**src/rtl/load_store_unit.sv**
```systemverilog
`default_nettype none
// ============================================================================
// Module   : load_store_unit
// Brief    : MEM-stage load/store sequencer in front of a doubleword-wide
//            Data_Memory; read-modify-write for sub-doubleword stores.
// Revision : 1.0  initial release
// ============================================================================
module load_store_unit #(
    parameter int XLEN       = 64,
    parameter int ALIGN_BITS = 3
) (
    input  logic            clk,
    input  logic            reset_n,
    input  logic            req_valid,
    output logic            req_ready,
    input  logic            req_write,
    input  logic [2:0]      req_funct3,
    input  logic [XLEN-1:0] req_addr,
    input  logic [XLEN-1:0] req_wdata,
    output logic            resp_valid,
    output logic [XLEN-1:0] resp_rdata,
    output logic            resp_fault,
    output logic [XLEN-1:0] mem_addr,
    output logic [XLEN-1:0] mem_write_data,
    output logic            mem_write,
    output logic            mem_read,
    input  logic [XLEN-1:0] mem_read_data
);

    localparam int c_SHIFT_W = ALIGN_BITS + 3;

    localparam logic [2:0] c_IDLE   = 3'd0;
    localparam logic [2:0] c_READ   = 3'd1;
    localparam logic [2:0] c_WRITE  = 3'd2;
    localparam logic [2:0] c_RMW_RD = 3'd3;
    localparam logic [2:0] c_RMW_WR = 3'd4;
    localparam logic [2:0] c_RESP   = 3'd5;

    logic [2:0]           r_state;
    logic [2:0]           w_next_state;
    logic                 r_write;
    logic [2:0]           r_funct3;
    logic [XLEN-1:0]      r_addr;
    logic [XLEN-1:0]      r_wdata;
    logic [XLEN-1:0]      r_merged;
    logic [XLEN-1:0]      r_rdata;
    logic                 r_fault;

    logic                 w_accept;
    logic                 w_misaligned;
    logic                 w_illegal;
    logic                 w_req_fault;
    logic [c_SHIFT_W-1:0] w_shamt;
    logic [XLEN-1:0]      w_rd_shift;
    logic                 w_sign;
    logic [XLEN-1:0]      w_load_ext;
    logic [XLEN-1:0]      w_mask;
    logic [XLEN-1:0]      w_merged;

    assign w_accept = req_valid && (r_state == c_IDLE);

    // Natural alignment: the low size bits of the address must be zero.
    always_comb begin
        w_misaligned = 1'b0;
        case (req_funct3[1:0])
            2'd0:    w_misaligned = 1'b0;
            2'd1:    w_misaligned = req_addr[0];
            2'd2:    w_misaligned = |req_addr[1:0];
            default: w_misaligned = |req_addr[2:0];
        endcase
    end

    assign w_illegal   = req_write ? req_funct3[2] : (req_funct3 == 3'b111);
    assign w_req_fault = w_misaligned || w_illegal;

    assign w_shamt    = {r_addr[ALIGN_BITS-1:0], 3'b000};
    assign w_rd_shift = mem_read_data >> w_shamt;
    assign w_sign     = ~r_funct3[2];

    always_comb begin
        w_load_ext = w_rd_shift;
        w_mask     = '1;
        case (r_funct3[1:0])
            2'd0: begin
                w_load_ext = {{(XLEN-8){w_sign & w_rd_shift[7]}}, w_rd_shift[7:0]};
                w_mask     = {{(XLEN-8){1'b0}}, 8'hFF};
            end
            2'd1: begin
                w_load_ext = {{(XLEN-16){w_sign & w_rd_shift[15]}}, w_rd_shift[15:0]};
                w_mask     = {{(XLEN-16){1'b0}}, 16'hFFFF};
            end
            2'd2: begin
                w_load_ext = {{(XLEN-32){w_sign & w_rd_shift[31]}}, w_rd_shift[31:0]};
                w_mask     = {{(XLEN-32){1'b0}}, 32'hFFFF_FFFF};
            end
            default: begin
                w_load_ext = w_rd_shift;
                w_mask     = '1;
            end
        endcase
    end

    assign w_merged = (mem_read_data & ~(w_mask << w_shamt)) |
                      ((r_wdata & w_mask) << w_shamt);

    always_comb begin
        w_next_state   = r_state;
        req_ready      = 1'b0;
        mem_read       = 1'b0;
        mem_write      = 1'b0;
        mem_write_data = '0;
        resp_valid     = 1'b0;
        case (r_state)
            c_IDLE: begin
                req_ready = 1'b1;
                if (req_valid) begin
                    if (w_req_fault)                w_next_state = c_RESP;
                    else if (!req_write)            w_next_state = c_READ;
                    else if (req_funct3[1:0] == 2'd3) w_next_state = c_WRITE;
                    else                            w_next_state = c_RMW_RD;
                end
            end
            c_READ: begin
                mem_read     = 1'b1;
                w_next_state = c_RESP;
            end
            c_WRITE: begin
                mem_write      = 1'b1;
                mem_write_data = r_wdata;
                w_next_state   = c_RESP;
            end
            c_RMW_RD: begin
                mem_read     = 1'b1;
                w_next_state = c_RMW_WR;
            end
            c_RMW_WR: begin
                mem_write      = 1'b1;
                mem_write_data = r_merged;
                w_next_state   = c_RESP;
            end
            c_RESP: begin
                resp_valid   = 1'b1;
                w_next_state = c_IDLE;
            end
            default: w_next_state = c_IDLE;
        endcase
    end

    // Response registers only move on the edge entering RESP, so they hold
    // the previous result while a new request is in flight.
    always_ff @(posedge clk or negedge reset_n) begin
        if (!reset_n) begin
            r_state  <= c_IDLE;
            r_write  <= 1'b0;
            r_funct3 <= 3'd0;
            r_addr   <= '0;
            r_wdata  <= '0;
            r_merged <= '0;
            r_rdata  <= '0;
            r_fault  <= 1'b0;
        end else begin
            r_state <= w_next_state;
            if (w_accept) begin
                r_write  <= req_write;
                r_funct3 <= req_funct3;
                r_addr   <= req_addr;
                r_wdata  <= req_wdata;
                if (w_req_fault) begin
                    r_rdata <= '0;
                    r_fault <= 1'b1;
                end
            end
            if (r_state == c_RMW_RD) begin
                r_merged <= w_merged;
            end
            if ((r_state == c_READ) || (r_state == c_WRITE) || (r_state == c_RMW_WR)) begin
                r_rdata <= r_write ? '0 : w_load_ext;
                r_fault <= 1'b0;
            end
        end
    end

    assign mem_addr   = {r_addr[XLEN-1:ALIGN_BITS], {ALIGN_BITS{1'b0}}};
    assign resp_rdata = r_rdata;
    assign resp_fault = r_fault;

endmodule
`default_nettype wire

```
**config.mk**
```make
export PLATFORM = sky130hd
export DESIGN_NAME = load_store_unit
export DESIGN_NICKNAME = d
export VERILOG_FILES = /design/src/rtl/load_store_unit.sv
export SDC_FILE = /design/constraint.sdc
export NUM_CORES = 1
export LEC_CHECK = 0
export ABC_AREA = 1
export BUFFER_PORTS_ARGS = -buffer_cell sky130_fd_sc_hd__buf_2
export CAP_MARGIN = 20
export CORE_MARGIN = 2
export CORE_UTILIZATION = 59
export DETAILED_ROUTE_END_ITERATION = 7
export GPL_TIMING_DRIVEN = 0
export PLACE_DENSITY = 0.87
export RECOVER_POWER = 100
export SLEW_MARGIN = 0
export SYNTH_ARGS = -nofsm -noshare
export SYNTH_HDL_FRONTEND = slang
export SYNTH_SLANG_ARGS = --single-unit
```
**constraint.sdc**
```tcl
create_clock -name clk -period 4.96 [get_ports clk]
set_input_delay 0.744 -clock clk [delete_from_list [all_inputs] [get_ports clk]]
set_output_delay 0.744 -clock clk [all_outputs]
set_load 0.02 [all_outputs]
```
Word level (Yosys, flattened, before mapping)
Index checks and enable logic that the tools add are counted.
{"block": "word_totals", "reg_bits": 264, "input_bits": 199, "out_inout_bits": 197}
{"block": "op_classes", "n_eq_ne": 12, "n_shift": 3, "muxes": 21, "bitwise": 8, "reduce_logical": 15}
{"operator": "64-bit one-hot mux with 3 select lines", "n": 2}
{"operator": "64-bit 2-to-1 mux", "n": 4}
{"operator": "64-bit AND", "n": 2}
{"operator": "64-bit one-hot mux with 2 select lines", "n": 1}
{"operator": "64-bit by 6-bit << shifter with 64-bit output", "n": 2}
{"operator": "64-bit inverter", "n": 1}
{"operator": "64-bit bitwise OR", "n": 1}
{"operator": "64-bit by 6-bit >> shifter with 64-bit output", "n": 1}
{"operator": "3-bit == test (second input constant)", "n": 3}
{"operator": "1-bit 2-to-1 mux", "n": 9}
{"operator": "3-bit one-hot mux with 3 select lines", "n": 1}
{"operator": "2-bit == test (second input constant)", "n": 3}
{"operator": "3-bit by 2-bit == test with 1-bit output (second input constant)", "n": 2}
{"operator": "3-bit 2-to-1 mux", "n": 2}
{"operator": "2-bit OR reduction", "n": 3}
{"operator": "3-bit OR reduction", "n": 2}
{"operator": "2-bit by 1-bit == test with 1-bit output (second input constant)", "n": 2}
{"operator": "2-bit logical NOT", "n": 2}
{"operator": "2-bit nonzero test", "n": 2}
{"operator": "1-bit AND", "n": 3}
{"operator": "3-bit by 1-bit == test with 1-bit output (second input constant)", "n": 1}
{"operator": "3-bit logical NOT", "n": 1}
{"operator": "1-bit logical OR", "n": 3}
{"operator": "1-bit one-hot mux with 3 select lines", "n": 1}
{"operator": "5 further kinds", "n": 5}

Depth between registers and ports, before layout
{"block": "logic_depth", "ltp_word": 6, "mapped_depth": 12, "depth_no_buf": 10}

Worst setup path before layout
OpenSTA, ideal clock, no wires.
{"block": "synth_timing", "kind": "reg2out", "from": "reg r_state[0]", "to": "out mem_write_data[10]", "arrival_time_ps": 1503, "t_required_ps": 4216, "setup_slack_ps": 2713, "path_stages_with_launch": 9, "cell_sequence": "dfrtp_1 inv_1 nand3_1 buf_2 inv_1 buf_2 buf_1 nand2_1 o21ai_0"}
{"block": "synth_via", "elab_chain_len": 2, "word_cells_on_any_way": 3, "classes_between": "eq/ne: 2; mux: 1"}
{"item": "start: declaration", "line_no": "39", "text": "logic [2:0] r_state;"}
{"item": "start signal: assignment", "line_no": "153", "text": "r_state <= c_IDLE;"}
{"item": "start signal: assignment", "line_no": "162", "text": "r_state <= w_next_state;"}
{"item": "3-bit == test / 3-bit by 2-bit == test with 1-bit output (equally long branches)", "line_no": "113", "text": "case (r_state)"}
{"item": "64-bit one-hot mux with 2 select lines (*)", "line_no": "113"}
{"item": "end: declaration", "line_no": "24", "text": "output logic [XLEN-1:0] mem_write_data,"}
Every way passes the cells marked *; elsewhere a longest branch is shown, timed or not.

Final worst setup path
{"block": "layout_timing", "from": "reg r_state[0]", "to": "out mem_write_data[21]"}
Same word-level chain as after synthesis.

==> metrics.txt <==
design area=18800 sq um; H-tree depth=1; CP delay by family, top=buffers and inverters; CP max stage delay=0.57 ns; cts hold-fix bufs=0; Cell Pwr Density=785 nW/um^2; FP Rows=59; Avg Cell Area, Syn=6.89 sq um; Worst Slack Setup Final=0.812 ns; CP startpoint kind=flop; slowest CP cell=clkbuf_1; total global-route track usage=0.513; Routed WL=74.4 mm; Syn. warnings=0; Data required, critical path=4.22 ns; HP Class=in2reg; worst-path maximum fanout=10; failing checks=design-rule violations, max-capacitance violations, max-slew violations; Cell variety after synth=30; Peak Freq=0.241 GHz; status=complete, but fails checks; initial antenna violation count=1; Crit Path Class=reg2out; Place WS=2.00 ns; Finished Layout Cells=3056; Seq/Total Area, Yosys=0.421; Clock Latency Late Sink=0.57 ns; DR vias=19500; first-pass GRT wire length=109 mm; fin nets=2903; utilization after layout=0.720; Fin Clk Skew=0.0124 ns; CTS Buf Count=27; Critical Path AT=3.40 ns; Final Critical Period=4.15 ns; final setup fails=0; most frequent cells in the layout=nand2_1 (786), clkbuf_1 (291), nand3_1 (275), dfrtp_1 (264), buf_2 (241); Leak=9.41 nW; setup slack, reg-to-reg=1.37 ns; remaining antenna violation count=0; # resized after CTS=0; Mapped Area=15700 sq um; global placer's final weighted congestion=1.17; worst-margin pin slew=2.22 ns; DRC viols=15; Starting Density=0.602; clk root buf=clkbuf_16; I/O pin count=396; Cell Chain, Critical Path=inv_1 > nand3_1 > clkbuf_1 > inv_1 > clkbuf_1 > clkbuf_1 > nand2_1 > o21ai_0 > clkbuf_1; Final HPWL DP=55.5 mm; Slew headroom=-0.481; Crit. End Element=primary output; Final Slew Violations=165; die area=27900 sq um; initial DRC count=3288; final worst-path cycle share=0.836; core area=26100 sq um; WHS Path Cells=3; Area Overhead vs Synth=19.6%; Wirelength per Cell=24.3 um; layout cells sized above 1=0.139; die height=167 um; CTS Buffer Depth=3; synthesis-stage register bit count=264; Setup Buffers After CTS=0; dpl cells=3010; largest net degree at the start of global routing=127; max-cap viol count=2; RSZ-0062 raised after global routing=false; number of cells on the critical path=9; clk slew on worst S/H paths=0.07 ns; I/O Buffers=392; CTS Sinks=264; DRT Pass-1 Iters=8; number of global-route vias before repair=18800; placed inst area=18100 sq um; grt ovf=0; Gate Count Post-Synth=2279; commonest non-fill, non-tap cell in the layout=nand2_1; Die X-Extent=167 um; Worst Path Buf+Inv=6; via/cell ratio=6.39; Worst path most repeated cell=clkbuf_1; CTS tree=done; cells on worst reg2reg path=9; maximum vdd drop=0.609 mV; Hold Vio Cnt, Final=0
-- power by group --
part / internal, mW / switching, mW / leakage (nW)
Sequential: 3.04 / 0.643 / 3.15
Clock: 1.30 / 0.902 / 0.465
Combinational: 2.38 / 6.47 / 5.79
-- worst min-delay path, cell delays in order --
cell and delay (ns):
buf_2 0.07, nand2_1 0.04, nand2_1 0.05
-- cell usage after synthesis --
| master | instances | area (sq um) |
|---|---|---|
| o21ai_0 | 223 | 1120 |
| clkbuf_2 | 3 | 15.0 |
| clkbuf_1 | 73 | 274 |
| o211ai_1 | 30 | 225 |
| buf_2 | 60 | 300 |
| a22oi_1 | 7 | 52.6 |
| buf_1 | 16 | 60.1 |
| nand2_4 | 1 | 11.3 |
| nor3_1 | 5 | 25.0 |
| a21oi_1 | 122 | 611 |
| nor2_2 | 4 | 25.0 |
| nand3_4 | 1 | 17.5 |
| nand3_1 | 274 | 1370 |
| conb_1 | 1 | 3.75 |
| buf_6 | 3 | 33.8 |
| clkinv_1 | 2 | 7.51 |
| dfrtp_1 | 264 | 6610 |
| nor2_8 | 1 | 20.0 |
| o21ai_1 | 56 | 280 |
| inv_2 | 7 | 26.3 |
| buf_4 | 76 | 571 |
| nor2_1 | 122 | 458 |
| a31oi_1 | 11 | 68.8 |
| nand4_1 | 2 | 12.5 |
| nand2_2 | 2 | 12.5 |
| inv_1 | 110 | 413 |
| a22oi_2 | 1 | 12.5 |
| nand2_1 | 784 | 2940 |
| o22ai_1 | 15 | 93.8 |
| nand3_2 | 3 | 30.0 |
-- logic make-up after synthesis --
logic type | count (synthesis) | share of synthesized area
AOI/OAI and AO/OA | 465 | 0.157
other | 1 | 0.000239
buffers and inverters | 350 | 0.108
and+or+nand+nor | 1199 | 0.314
DFF | 264 | 0.421
-- path summary, 6_finish.rpt --
path                                    from            endpoint
worst min register to register     r_addr[7]           r_addr[7]
worst max-delay path              r_state[0]  mem_write_data[21]
worst min-delay path            req_addr[31]          r_addr[31]
max in group asynchronous            reset_n          r_addr[20]
min in group asynchronous            reset_n         r_wdata[38]
worst max register to register   r_funct3[1]        r_merged[62]
-- cell type report --
class                   instances  area [sq um]
clock buffers                  35           776
clock inverters                10           158
well taps                     335           419
repair buffers                394          1760
diodes                          1          2.50
flip-flops and latches        264          6610
fillers                      2207          7290
plain buffers                 231          1220
inverters                     119           447
multi-input cells            1667          7370
-- per-stage QoR --
stage	hold slack [ns]	setup TNS [ns]	power, mW
floorplan	0.448	0	9.00
global placement	0.463	-368.88	11.8
detailed placement	0.466	0	12.1
CTS	0.0739	0	14.4
global route	0.393	0	15.3
finish	0.375	0	14.7
-- layer usage --
layer  global-route usage  wire length (um)  part of all wire  vias up
li1                     -                 -                 -     8226
met1                0.637             25500              0.34     9027
met2                0.761             30700              0.41     1822
met3                0.175             11600              0.16      449
met4                0.343              6550             0.088        0
met5                    0                 0                 0        -
-- flip-flops by register name (all words and copies together), names as in the netlist --
signal      flops
r_addr         64
r_state         3
r_wdata        64
resp_rdata     64
r_funct3        3
r_write         1
r_merged       64
resp_fault      1
Power figures use the tool's default switching activity.
